==> src/rtl/mem_arbiter.sv <==
// -----------------------------------------------------------------------------
// mem_arbiter
//   Shares one single-port synchronous memory between two requesters:
//   port 0 (cpu) and port 1 (debug/monitor loader). Each port uses a req/ack
//   handshake. Only one access is in flight at a time. The memory command
//   (mem_we/mem_addr/mem_data) is registered.
//
//   Access sequence:  IDLE -> ACCESS -> IDLE            (write, ack in ACCESS)
//                     IDLE -> ACCESS -> RDATA -> IDLE   (read,  ack in RDATA)
//
// Ports
//   clk, rst          clock, asynchronous active-high reset
//   req0/req1         access request, held until ack
//   we0/we1           1 = write, 0 = read (stable while req)
//   addr0/addr1       access address (stable while req)
//   wdata0/wdata1     write data (stable while req)
//   ack0/ack1         one-cycle completion pulse
//   rdata0/rdata1     read result, valid in the ack cycle, held until the next
//                     read ack on that port
//   mem_we/addr/data  registered memory command
//   mem_out           memory read data, valid one clock after the address
//   busy              high whenever the FSM is not IDLE
//   owner             port owning the current/last access
//
// Configuration macro
//   MEM_ARB_FIXED_PRIO_EN  defined: port 0 always wins simultaneous requests.
//                          undefined (default): round-robin arbitration.
// -----------------------------------------------------------------------------
module mem_arbiter #(
  parameter int ADDR_WIDTH = 6,
  parameter int DATA_WIDTH = 16
) (
  input  logic                  clk,
  input  logic                  rst,
  input  logic                  req0,
  input  logic                  req1,
  input  logic                  we0,
  input  logic                  we1,
  input  logic [ADDR_WIDTH-1:0] addr0,
  input  logic [ADDR_WIDTH-1:0] addr1,
  input  logic [DATA_WIDTH-1:0] wdata0,
  input  logic [DATA_WIDTH-1:0] wdata1,
  output logic                  ack0,
  output logic                  ack1,
  output logic [DATA_WIDTH-1:0] rdata0,
  output logic [DATA_WIDTH-1:0] rdata1,
  output logic                  mem_we,
  output logic [ADDR_WIDTH-1:0] mem_addr,
  output logic [DATA_WIDTH-1:0] mem_data,
  input  logic [DATA_WIDTH-1:0] mem_out,
  output logic                  busy,
  output logic                  owner
);

  typedef enum logic [1:0] {
    S_IDLE   = 2'd0,
    S_ACCESS = 2'd1,
    S_RDATA  = 2'd2
  } state_t;

  state_t                r_state;
  logic                  r_owner;
  logic                  r_ack0;
  logic                  r_ack1;
  logic                  r_mem_we;
  logic [ADDR_WIDTH-1:0] r_mem_addr;
  logic [DATA_WIDTH-1:0] r_mem_data;
  logic [DATA_WIDTH-1:0] r_rdata0;
  logic [DATA_WIDTH-1:0] r_rdata1;
`ifndef MEM_ARB_FIXED_PRIO_EN
  logic                  r_last;     // last-served port
`endif

  logic                  w_any_req;
  logic                  w_grant;    // winning port index
  logic                  w_we;
  logic [ADDR_WIDTH-1:0] w_addr;
  logic [DATA_WIDTH-1:0] w_wdata;

  // Winner selection. A lone requester always wins; with both requesting,
  // round-robin grants the port that was not served last.
  always_comb begin
    w_any_req = req0 | req1;
`ifdef MEM_ARB_FIXED_PRIO_EN
    w_grant = ~req0;
`else
    if (req0 && req1) begin
      w_grant = ~r_last;
    end else begin
      w_grant = ~req0;
    end
`endif
  end

  assign w_we    = w_grant ? we1    : we0;
  assign w_addr  = w_grant ? addr1  : addr0;
  assign w_wdata = w_grant ? wdata1 : wdata0;

  always_ff @(posedge clk or posedge rst) begin
    if (rst) begin
      r_state    <= S_IDLE;
      r_owner    <= 1'b0;
      r_ack0     <= 1'b0;
      r_ack1     <= 1'b0;
      r_mem_we   <= 1'b0;
      r_mem_addr <= '0;
      r_mem_data <= '0;
      r_rdata0   <= '0;
      r_rdata1   <= '0;
`ifndef MEM_ARB_FIXED_PRIO_EN
      r_last     <= 1'b1;    // port 0 wins the first contest
`endif
    end else begin
      case (r_state)
        S_IDLE: begin
          r_ack0   <= 1'b0;
          r_ack1   <= 1'b0;
          r_mem_we <= 1'b0;
          if (w_any_req) begin
            r_mem_we   <= w_we;
            r_mem_addr <= w_addr;
            r_mem_data <= w_wdata;
            r_owner    <= w_grant;
`ifndef MEM_ARB_FIXED_PRIO_EN
            r_last     <= w_grant;
`endif
            r_state    <= S_ACCESS;
            // A write completes in ACCESS, so its ack is registered now to
            // line up with the mem_we cycle.
            if (w_we) begin
              r_ack0 <= ~w_grant;
              r_ack1 <= w_grant;
            end
          end
        end

        S_ACCESS: begin
          r_mem_we <= 1'b0;
          if (r_mem_we) begin
            r_ack0  <= 1'b0;
            r_ack1  <= 1'b0;
            r_state <= S_IDLE;
          end else begin
            // Read: memory samples the address on this edge; data and ack
            // both appear in RDATA.
            r_ack0  <= ~r_owner;
            r_ack1  <= r_owner;
            r_state <= S_RDATA;
          end
        end

        S_RDATA: begin
          r_ack0  <= 1'b0;
          r_ack1  <= 1'b0;
          r_state <= S_IDLE;
          if (r_owner) begin
            r_rdata1 <= mem_out;
          end else begin
            r_rdata0 <= mem_out;
          end
        end

        default: begin
          r_ack0   <= 1'b0;
          r_ack1   <= 1'b0;
          r_mem_we <= 1'b0;
          r_state  <= S_IDLE;
        end
      endcase
    end
  end

  // mem_out only becomes valid during RDATA, so the owner's rdata passes it
  // straight through in the ack cycle and holds the captured copy afterwards.
  assign rdata0 = (r_state == S_RDATA && !r_owner) ? mem_out : r_rdata0;
  assign rdata1 = (r_state == S_RDATA &&  r_owner) ? mem_out : r_rdata1;

  assign ack0     = r_ack0;
  assign ack1     = r_ack1;
  assign mem_we   = r_mem_we;
  assign mem_addr = r_mem_addr;
  assign mem_data = r_mem_data;
  assign busy     = (r_state != S_IDLE);
  assign owner    = r_owner;

endmodule

==> config.mk <==
export PLATFORM = sky130hd
export DESIGN_NAME = mem_arbiter
export DESIGN_NICKNAME = d
export VERILOG_FILES = /design/src/rtl/mem_arbiter.sv
export SDC_FILE = /design/constraint.sdc
export NUM_CORES = 1
export LEC_CHECK = 0
export ABC_AREA = 1
export CAP_MARGIN = 15
export CORE_UTILIZATION = 45
export CTS_CLUSTER_DIAMETER = 100
export DETAILED_ROUTE_END_ITERATION = 8
export HOLD_SLACK_MARGIN = 0.03
export PLACE_DENSITY_LB_ADDON = 0.25
export SLEW_MARGIN = 5
export SYNTH_ARGS = -nofsm -noshare
export SYNTH_HDL_FRONTEND = slang
export SYNTH_SLANG_ARGS = --single-unit
export TNS_END_PERCENT = 100
==> constraint.sdc <==
create_clock -name clk -period 4.2 [get_ports clk]
set_input_delay 0.63 -clock clk [delete_from_list [all_inputs] [get_ports clk]]
set_output_delay 0.63 -clock clk [all_outputs]
set_load 0.005 [all_outputs]
# Yosys cells after proc, flatten, opt, wreduce, memory -nomap -nowiden
# Cells that the tools add are included.
[word_totals]
out_inout_bits = 59
inputBits = 66
elab_cells = 46
reg_bits = 61
[op_classes]
n_reduce_logical = 9
eq_ne = 3
n_mux = 19
bitwise_logic = 5
[op_table]
columns = ["cell", "count"]
rows = [
  ["$mux 16", 3],
  ["$mux 1", 9],
  ["$mux 6", 1],
  ["$pmux 1 s2", 3],
  ["$reduce_and 2->1", 3],
  ["$mux 2", 2],
  ["$not 1->1", 4],
  ["$pmux 2 s2", 1],
  ["$logic_and 1x1->1", 3],
  ["$eq 2x1->1 const B", 1],
  ["$eq 2x2->1 const B", 1],
  ["$logic_not 2->1", 1],
  ["$ne 2x2->1 const B", 1],
  ["$reduce_bool 2->1", 1],
  ["$logic_not 1->1", 1],
  ["$or 1x1->1", 1],
]

# Longest topological paths before layout
# Gate-level depths: netlist (run 1).
[logic_depth]
depth_word = 6
depth_mapped = 7
depth_no_buf = 6

# Worst setup path after synthesis (run 1)
# Ideal clock, no wire load.
[synth_path]
kind = "reg-to-output"
startpoint = "reg r_state[0]"
endpoint = "out rdata0[0]"
path_stages_with_launch = 5
arrival_time_ns = 1.020
slack_ns = 2.550
path_buffers = 1
required_time_ns = 3.570
path_cell_list = "dfrtp_1 -> inv_1 -> nand3_1 -> clkbuf_1 -> o21ai_0"
[synth_via]
elab_chain_len = 3
[synth_lines]
columns = ["element", "line", "source"]
rows = [
  ["start: declaration", "61", "state_t r_state;"],
  ["start signal: assignment", "101", "r_state <= S_IDLE;"],
  ["start signal: assignment", "127", "r_state <= S_ACCESS;"],
  ["start signal: assignment", "142", "r_state <= S_IDLE;"],
  ["$eq 2x2->1", "175", "assign rdata0 = (r_state == S_RDATA && !r_owner) ? mem_out : r_rdata0;"],
  ["$logic_and 1x1->1", "175", ""],
  ["$mux 16", "175", ""],
  ["end: declaration", "45", "output logic [DATA_WIDTH-1:0] rdata0,"],
]
# Every way passes these cells.

# Worst setup path after layout (run 1)
[layout_path]
startpoint = "reg r_state[0]"
endpoint = "out rdata0[9]"
# The elaborated chain is that of the path after synthesis.

==> flow_results.xml, run 1 <==
<?xml version="1.0" encoding="UTF-8"?>
<metrics>
  <group name="clock_tree">
    <metric name="worst_skew_pair.late_latency" unit="ns">0.33</metric>
    <metric name="post_cts.resized_instances" unit="">0</metric>
    <metric name="cts.sink_count" unit="">61</metric>
    <metric name="cts_buffer_depth" unit="">2</metric>
    <metric name="clock-root-buffer" unit="">clkbuf_8</metric>
    <metric name="clock_tree_from_tritoncts" unit="">built</metric>
    <metric name="post-cts-setup-buffers" unit="">0</metric>
    <metric name="cts_hold_repair.buffers" unit="">0</metric>
    <metric name="cts_buffer_count" unit="">9</metric>
    <metric name="h-tree-depth" unit="">3</metric>
    <metric name="clock_slew_seen_by_the_registers_of_the_worst_setup_and_hold_paths" unit="ns">0.07</metric>
  </group>
  <group name="critical_path">
    <metric name="worstPathCellList" unit="">inv_1, nand3_1, o21ai_0, clkdlybuf4s50_1</metric>
    <metric name="crit_arrival" unit="ns">2.74</metric>
    <metric name="critPathLaunchType" unit="">flip-flop</metric>
    <metric name="critical_path_peak_fanout" unit="">32</metric>
    <metric name="crit_path_max_incr_delay" unit="ns">0.69</metric>
    <metric name="critPathLaunch" unit="">r_state[0]</metric>
    <metric name="worst_path_max_delay_cell" unit="">nand3_1</metric>
    <metric name="cp_data_required_time" unit="ns">3.57</metric>
    <metric name="critical_path.reg2reg.startpoint" unit="">r_last</metric>
    <metric name="path_class" unit="">reg2out</metric>
    <metric name="end_kind" unit="">primary output</metric>
  </group>
  <group name="global_route">
    <metric name="grt_max_degree" unit="">36</metric>
    <metric name="grt_use_total" unit="%">22.8</metric>
    <metric name="grt_pass1_wl" unit="µm">10900</metric>
    <metric name="antenna_violations_before_repair" unit="">0</metric>
    <metric name="grt_pass1_vias" unit="">2351</metric>
    <metric name="grt_remaining_overflow" unit="">0</metric>
  </group>
  <group name="detailed_routing">
    <metric name="drt_first_pass_iters" unit="">6</metric>
    <metric name="average_vias_per_placed_instance" unit="">4.70</metric>
    <metric name="drt_drc_violations_left" unit="">1</metric>
    <metric name="wl_per_cell" unit="µm">13.2</metric>
    <metric name="dr.first_iter.drc_count" unit="">161</metric>
    <metric name="via_count" unit="">2453</metric>
    <metric name="count_of_antenna_violating_nets_left_after_detailed_routing" unit="">0</metric>
    <metric name="detail_route.wirelength" unit="µm">6890</metric>
  </group>
  <group name="placed_design">
    <metric name="dpl_wire_length" unit="µm">4740</metric>
    <metric name="place.gp.congestion" unit="">0.772</metric>
    <metric name="portBuffers" unit="">124</metric>
  </group>
  <group name="timing">
    <metric name="finalHoldViolCount" unit="">0</metric>
    <metric name="final_period_util" unit="%">80.1</metric>
    <metric name="finalSetupViolations" unit="">0</metric>
    <metric name="final.setup.tns" unit="ns">0</metric>
    <metric name="fin_skew" unit="ns">0.00557</metric>
    <metric name="fmaxAchievable" unit="GHz">0.297</metric>
    <metric name="rsz0062_at_grt" unit="">false</metric>
    <metric name="worst-slew-pin-transition" unit="ns">0.999</metric>
    <metric name="slew_violations" unit="">0</metric>
    <metric name="worst_hold_slack" unit="ns">0.479</metric>
    <metric name="min_period" unit="ns">3.37</metric>
    <metric name="maxSlewHeadroom" unit="%">33.2</metric>
  </group>
  <group name="layout">
    <metric name="layout-area-overhead-vs-synth" unit="%">52.4</metric>
    <metric name="layout.nets" unit="">509</metric>
    <metric name="leading_cell_type_in_the_layout_fill_and_taps_excluded" unit="">clkdlybuf4s50_1</metric>
    <metric name="layout_cells_sized_above_1" unit="%">5.15</metric>
    <metric name="antennaDiodeCount" unit="">0</metric>
    <metric name="final.fill_count" unit="">471</metric>
    <metric name="most-common-layout-cells" unit="">124 x clkdlybuf4s50_1, 105 x nand2_1, 60 x dfrtp_1, 46 x inv_1, 34 x o21ai_0</metric>
  </group>
  <group name="floorplanning">
    <metric name="core" unit="µm²">5890</metric>
    <metric name="die_area" unit="µm²">6410</metric>
    <metric name="initial_core_util" unit="%">46.6</metric>
    <metric name="num_rows" unit="">28</metric>
    <metric name="fp.dieW" unit="µm">80.1</metric>
    <metric name="fp.dieH" unit="µm">80.1</metric>
    <metric name="num_io_pins" unit="">125</metric>
  </group>
  <group name="synth">
    <metric name="syn_area" unit="µm²">2740</metric>
    <metric name="synth_cell_type_count" unit="">16</metric>
    <metric name="syn-instance-count" unit="">324</metric>
    <metric name="synth-seq-area-share" unit="%">55.7</metric>
    <metric name="ys_seq_elements" unit="">61</metric>
    <metric name="synth-warning-count" unit="">0</metric>
    <metric name="synth_nets" unit="">390</metric>
    <metric name="synthesis.area_per_instance" unit="µm²">8.46</metric>
  </group>
  <group name="power">
    <metric name="p_per_area" unit="nW/µm²">698</metric>
    <metric name="power.static_leakage" unit="nW">2.05</metric>
    <metric name="irDropWorstVdd" unit="V">0.000466</metric>
  </group>
  <group name="job">
    <metric name="cap_violations" unit="">0</metric>
  </group>
  <group name="min_path">
    <metric name="hold_path_class" unit="">reg2reg</metric>
    <metric name="holdCritStartpoint" unit="">mem_data[9]</metric>
  </group>
  <group name="status">
    <metric name="failed_checks" unit="">design-rule violations</metric>
    <metric name="run_status" unit="">finished, violations left</metric>
  </group>
</metrics>
[cell type report]
cell class	count	area [µm²]	share of cell area, %
sequential	61	1530	36.6
tap	75	93.8	2.25
timing repair buffer	126	1260	30.1
inverter	47	176	4.22
clock buffer	11	151	3.62
multi-input combinational	198	926	22.2
clock inverter	4	47.5	1.14
[kinds of logic (layout without fill, tap and decap cells)]
group                  Yosys count  after routing  share of synthesized area, %
buffers and inverters           65            188                          10.5
DFF                             61             61                          55.7
and+or+nand+nor                164            164                          27.6
AOI/OAI and AO/OA               34             34                          6.21
[synth_stat cells]
library cell,count,area (µm²)
nor2_2,1,6.26
nand3b_1,22,165
nand3_1,31,155
buf_4,5,37.5
inv_1,47,176
buf_6,2,22.5
nand2_2,2,12.5
clkbuf_1,3,11.3
nand2_1,105,394
buf_2,8,40.0
dfstp_2,1,26.3
dfrtp_1,60,1500
nor3_1,1,5.00
nor2_4,1,11.3
o21ai_0,34,170
nand4_1,1,6.26
[per-stage QoR]
stage               util, %  cell area (µm²)  instances  setup WS (ns)  power, mW
finish                 71.0             4180        522          0.834       2.92
global route           71.0             4180        522          0.531       3.13
CTS                    71.0             4180        522          0.770       2.95
detailed placement     67.6             3980        507           1.17       2.41
global placement       67.6             3980        507           1.22       2.38
floorplan                 -             2740        324           2.06       1.61
[layer usage]
layer  vias to the layer above  GRT usage (%)  routed length [µm]
li1                       1242              -                   -
met1                      1124           30.6                3240
met2                        76           35.2                3170
met3                        11           4.66                 362
met4                         0           11.4                 125
met5                         -              0                   0
[critical path: cells and delay by family (launching register included)]
kind                   cells  cell delay [ns]
buffers and inverters      2             0.71
and+or+nand+nor            1             0.69
DFF                        1             0.38
AOI/OAI and AO/OA          1             0.60
[report_power, final]
part           total [mW]  switching, mW  internal, mW
clock network       0.521          0.220         0.301
logic                1.39          0.623         0.768
registers            1.00          0.119         0.886
[worst paths after layout]
kind | end | slack (ns) | cells after the start
worst max-delay path | rdata0[9] | 0.83 | 4
worst min-delay path | mem_data[9] | 0.48 | 2
worst max register to register | owner | 2.05 | 5
worst min register to register | mem_data[9] | 0.48 | 2
max in group asynchronous | r_last | 2.59 | 3
min in group asynchronous | r_rdata1[10] | 0.74 | 2
[registers in the layout (all words and copies together) (netlist names), 2 cells and up]
signal / flops
mem_addr: 6
mem_data: 16
r_rdata0: 16
r_rdata1: 16
r_state: 2
Power figures use the tool's default switching activity.
==> run 2, diff against run 1 <==
--- a/config.mk
+++ b/config.mk
@@ -7,7 +7,7 @@
 export LEC_CHECK = 0
 export ABC_AREA = 1
 export CAP_MARGIN = 15
-export CORE_UTILIZATION = 45
+export CORE_UTILIZATION = 37
 export CTS_CLUSTER_DIAMETER = 100
 export DETAILED_ROUTE_END_ITERATION = 8
 export HOLD_SLACK_MARGIN = 0.03
==> constraint.sdc (replaced) <==
create_clock -name clk -period 3.05 [get_ports clk]
set_input_delay 0.4575 -clock clk [delete_from_list [all_inputs] [get_ports clk]]
set_output_delay 0.4575 -clock clk [all_outputs]
set_load 0.005 [all_outputs]
==> run 2 against run 1 <==
- the flow now finishes without violations
- clock power up 35%
- setup slack worse by 0.31 ns
- global-route usage down 3.4 points
- register-to-register slack worse by 0.45 ns
- clock skew up 0.0018 ns
- via count up 1.7%
- sequential cell count unchanged
- combinational power up 40%
- non-clock buffer count up 4
- critical path type unchanged
- largest power group unchanged
==> flow_results.xml, run 2 (synthesis results as in run 1) <==
<?xml version="1.0" encoding="UTF-8"?>
<metrics>
  <group name="power">
    <metric name="fin_total_pwr" unit="mW">4.03</metric>
    <metric name="irDropWorstVdd" unit="V">0.000442</metric>
    <metric name="power.static_leakage" unit="nW">2.07</metric>
    <metric name="p_per_area" unit="nW/µm²">950</metric>
  </group>
  <group name="clock_tree">
    <metric name="clock_slew_seen_by_the_registers_of_the_worst_setup_and_hold_paths" unit="ns">0.07</metric>
    <metric name="worst_skew_pair.late_latency" unit="ns">0.33</metric>
    <metric name="cts_hold_repair.buffers" unit="">0</metric>
    <metric name="h-tree-depth" unit="">3</metric>
    <metric name="cts_buffer_depth" unit="">2</metric>
    <metric name="cts_buffer_count" unit="">9</metric>
    <metric name="cts.sink_count" unit="">61</metric>
    <metric name="post_cts.resized_instances" unit="">0</metric>
    <metric name="post-cts-setup-buffers" unit="">0</metric>
    <metric name="clock_tree_from_tritoncts" unit="">built</metric>
    <metric name="clock-root-buffer" unit="">clkbuf_8</metric>
  </group>
  <group name="critical_path">
    <metric name="worstPathCellList" unit="">inv_1, nand3_1, buf_4, o21ai_0, clkdlybuf4s50_1</metric>
    <metric name="crit_path_max_incr_delay" unit="ns">0.58</metric>
    <metric name="end_kind" unit="">primary output</metric>
    <metric name="cp_top_family" unit="">buffers and inverters</metric>
    <metric name="cp_data_required_time" unit="ns">2.59</metric>
    <metric name="crit_arrival" unit="ns">2.07</metric>
    <metric name="critical_path_peak_fanout" unit="">32</metric>
    <metric name="crit_path_end" unit="">rdata1[13]</metric>
    <metric name="critical_path.reg2reg.startpoint" unit="">r_state[1]</metric>
    <metric name="buffers_and_inverters_on_the_worst_path" unit="">3</metric>
    <metric name="path_class" unit="">reg2out</metric>
    <metric name="worst_path_max_delay_cell" unit="">clkdlybuf4s50_1</metric>
    <metric name="timing.reg2reg.setup_slack" unit="ns">1.60</metric>
    <metric name="worst_r2r_path_depth" unit="">6</metric>
    <metric name="critPathLaunchType" unit="">flip-flop</metric>
    <metric name="critPathLaunch" unit="">r_state[0]</metric>
    <metric name="worst-path-stages" unit="">5</metric>
    <metric name="crit-reg2reg-capture" unit="">mem_data[5]</metric>
  </group>
  <group name="placed_design">
    <metric name="portBuffers" unit="">124</metric>
    <metric name="placed_cells" unit="">535</metric>
    <metric name="place_ws" unit="ns">0.793</metric>
    <metric name="dpl_wire_length" unit="µm">4860</metric>
    <metric name="postPlaceCellArea" unit="µm²">4050</metric>
    <metric name="place.gp.congestion" unit="">0.782</metric>
  </group>
  <group name="floorplanning">
    <metric name="initial_core_util" unit="%">38.0</metric>
    <metric name="die_area" unit="µm²">7760</metric>
    <metric name="core" unit="µm²">7210</metric>
    <metric name="fp.dieW" unit="µm">88.1</metric>
    <metric name="num_rows" unit="">31</metric>
    <metric name="fp.dieH" unit="µm">88.1</metric>
    <metric name="num_io_pins" unit="">125</metric>
  </group>
  <group name="layout">
    <metric name="most-common-layout-cells" unit="">124 x clkdlybuf4s50_1, 105 x nand2_1, 60 x dfrtp_1, 46 x inv_1, 34 x o21ai_0</metric>
    <metric name="layout-area-overhead-vs-synth" unit="%">54.9</metric>
    <metric name="antennaDiodeCount" unit="">0</metric>
    <metric name="stdcell_count" unit="">551</metric>
    <metric name="postLayoutCellArea" unit="µm²">4250</metric>
    <metric name="postLayoutCoreUtil" unit="%">58.8</metric>
    <metric name="layout_cells_sized_above_1" unit="%">5.75</metric>
    <metric name="final.fill_count" unit="">672</metric>
    <metric name="layout.nets" unit="">513</metric>
    <metric name="seqCellArea" unit="µm²">1530</metric>
    <metric name="leading_cell_type_in_the_layout_fill_and_taps_excluded" unit="">clkdlybuf4s50_1</metric>
    <metric name="combined_area_of_the_multi_input_logic_cells" unit="µm²">926</metric>
  </group>
  <group name="global_route">
    <metric name="grt_max_degree" unit="">35</metric>
    <metric name="grt_use_total" unit="%">19.4</metric>
    <metric name="grt_remaining_overflow" unit="">0</metric>
    <metric name="grt_util_met2" unit="%">31.5</metric>
    <metric name="groute.layer.met3.usage" unit="%">4.81</metric>
    <metric name="grt_pass1_wl" unit="µm">11200</metric>
    <metric name="grt_most_used_layer" unit="">met2</metric>
    <metric name="global_route.usage.met1" unit="%">24.3</metric>
    <metric name="grt_pass1_vias" unit="">2409</metric>
    <metric name="antenna_violations_before_repair" unit="">0</metric>
  </group>
  <group name="min_path">
    <metric name="hold_path_class" unit="">reg2reg</metric>
  </group>
  <group name="timing">
    <metric name="slew_violations" unit="">0</metric>
    <metric name="final.setup.tns" unit="ns">0</metric>
    <metric name="fin_skew" unit="ns">0.00741</metric>
    <metric name="finalSetupViolations" unit="">0</metric>
    <metric name="finalHoldViolCount" unit="">0</metric>
    <metric name="timing.final.ws_setup" unit="ns">0.527</metric>
    <metric name="final_period_util" unit="%">82.7</metric>
    <metric name="worst-slew-pin-transition" unit="ns">0.691</metric>
    <metric name="rsz0062_at_grt" unit="">false</metric>
    <metric name="fmaxAchievable" unit="GHz">0.396</metric>
    <metric name="worst_hold_slack" unit="ns">0.476</metric>
    <metric name="min_period" unit="ns">2.52</metric>
    <metric name="maxSlewHeadroom" unit="%">53.9</metric>
  </group>
  <group name="detailed_routing">
    <metric name="count_of_antenna_violating_nets_left_after_detailed_routing" unit="">0</metric>
    <metric name="drt_drc_violations_left" unit="">0</metric>
    <metric name="via_count" unit="">2495</metric>
    <metric name="wl_per_cell" unit="µm">12.8</metric>
    <metric name="dr.first_iter.drc_count" unit="">86</metric>
    <metric name="drt_first_pass_iters" unit="">4</metric>
    <metric name="average_vias_per_placed_instance" unit="">4.53</metric>
    <metric name="detail_route.wirelength" unit="µm">7050</metric>
  </group>
  <group name="job">
    <metric name="cap_violations" unit="">0</metric>
  </group>
  <group name="status">
    <metric name="run_status" unit="">finished clean</metric>
  </group>
</metrics>
==> run 2: cell types whose count changed in the layout (fill, tap and decap cells not counted), sizes merged <==
cell / change
buf: +4
clkbuf: +1
==> run 2: report_power, final <==
group / total (mW) / internal (mW) / switching [mW]
Combinational: 1.95 / 1.08 / 0.866
Clock: 0.703 / 0.397 / 0.305
Sequential: 1.38 / 1.22 / 0.165
Total: 4.03 / 2.70 / 1.34
==> run 2: worst min path at each step <==
| stage | startpoint | endpoint | slack (ns) | cells after the start |
|---|---|---|---|---|
| floorplan | mem_addr[0] | mem_addr[0] | 0.47 | 2 |
| global placement | mem_addr[1] | mem_addr[1] | 0.46 | 2 |
| detailed placement | mem_data[7] | mem_data[7] | 0.46 | 2 |
| CTS | mem_addr[3] | mem_addr[3] | 0.48 | 2 |
| global route | mem_data[3] | mem_data[3] | 0.49 | 2 |
| finish | mem_data[3] | mem_data[3] | 0.48 | 2 |
==> run 2: worst register-to-register path, delay by kind of cell (launching register included) <==
kind                   cells  cell delay (ns)
buffers and inverters      2             0.60
AND/OR/NAND/NOR            4             0.38
flip-flops                 1             0.42
==> run 2: metal layers <==
metal  up-vias  part of all wire [%]
met4         0                   2.1
li1       1252                     -
met1      1171                    44
met3        11                   4.0
met5         -                     0
met2        61                    50
==> run 2: final cells by class <==
class / instances / area share, %
tap: 99 / 2.92
clock inverter: 4 / 1.12
timing repair buffer: 130 / 30.6
sequential: 61 / 36.0
inverter: 47 / 4.16
multi-input combinational: 198 / 21.8
clock buffer: 12 / 3.42
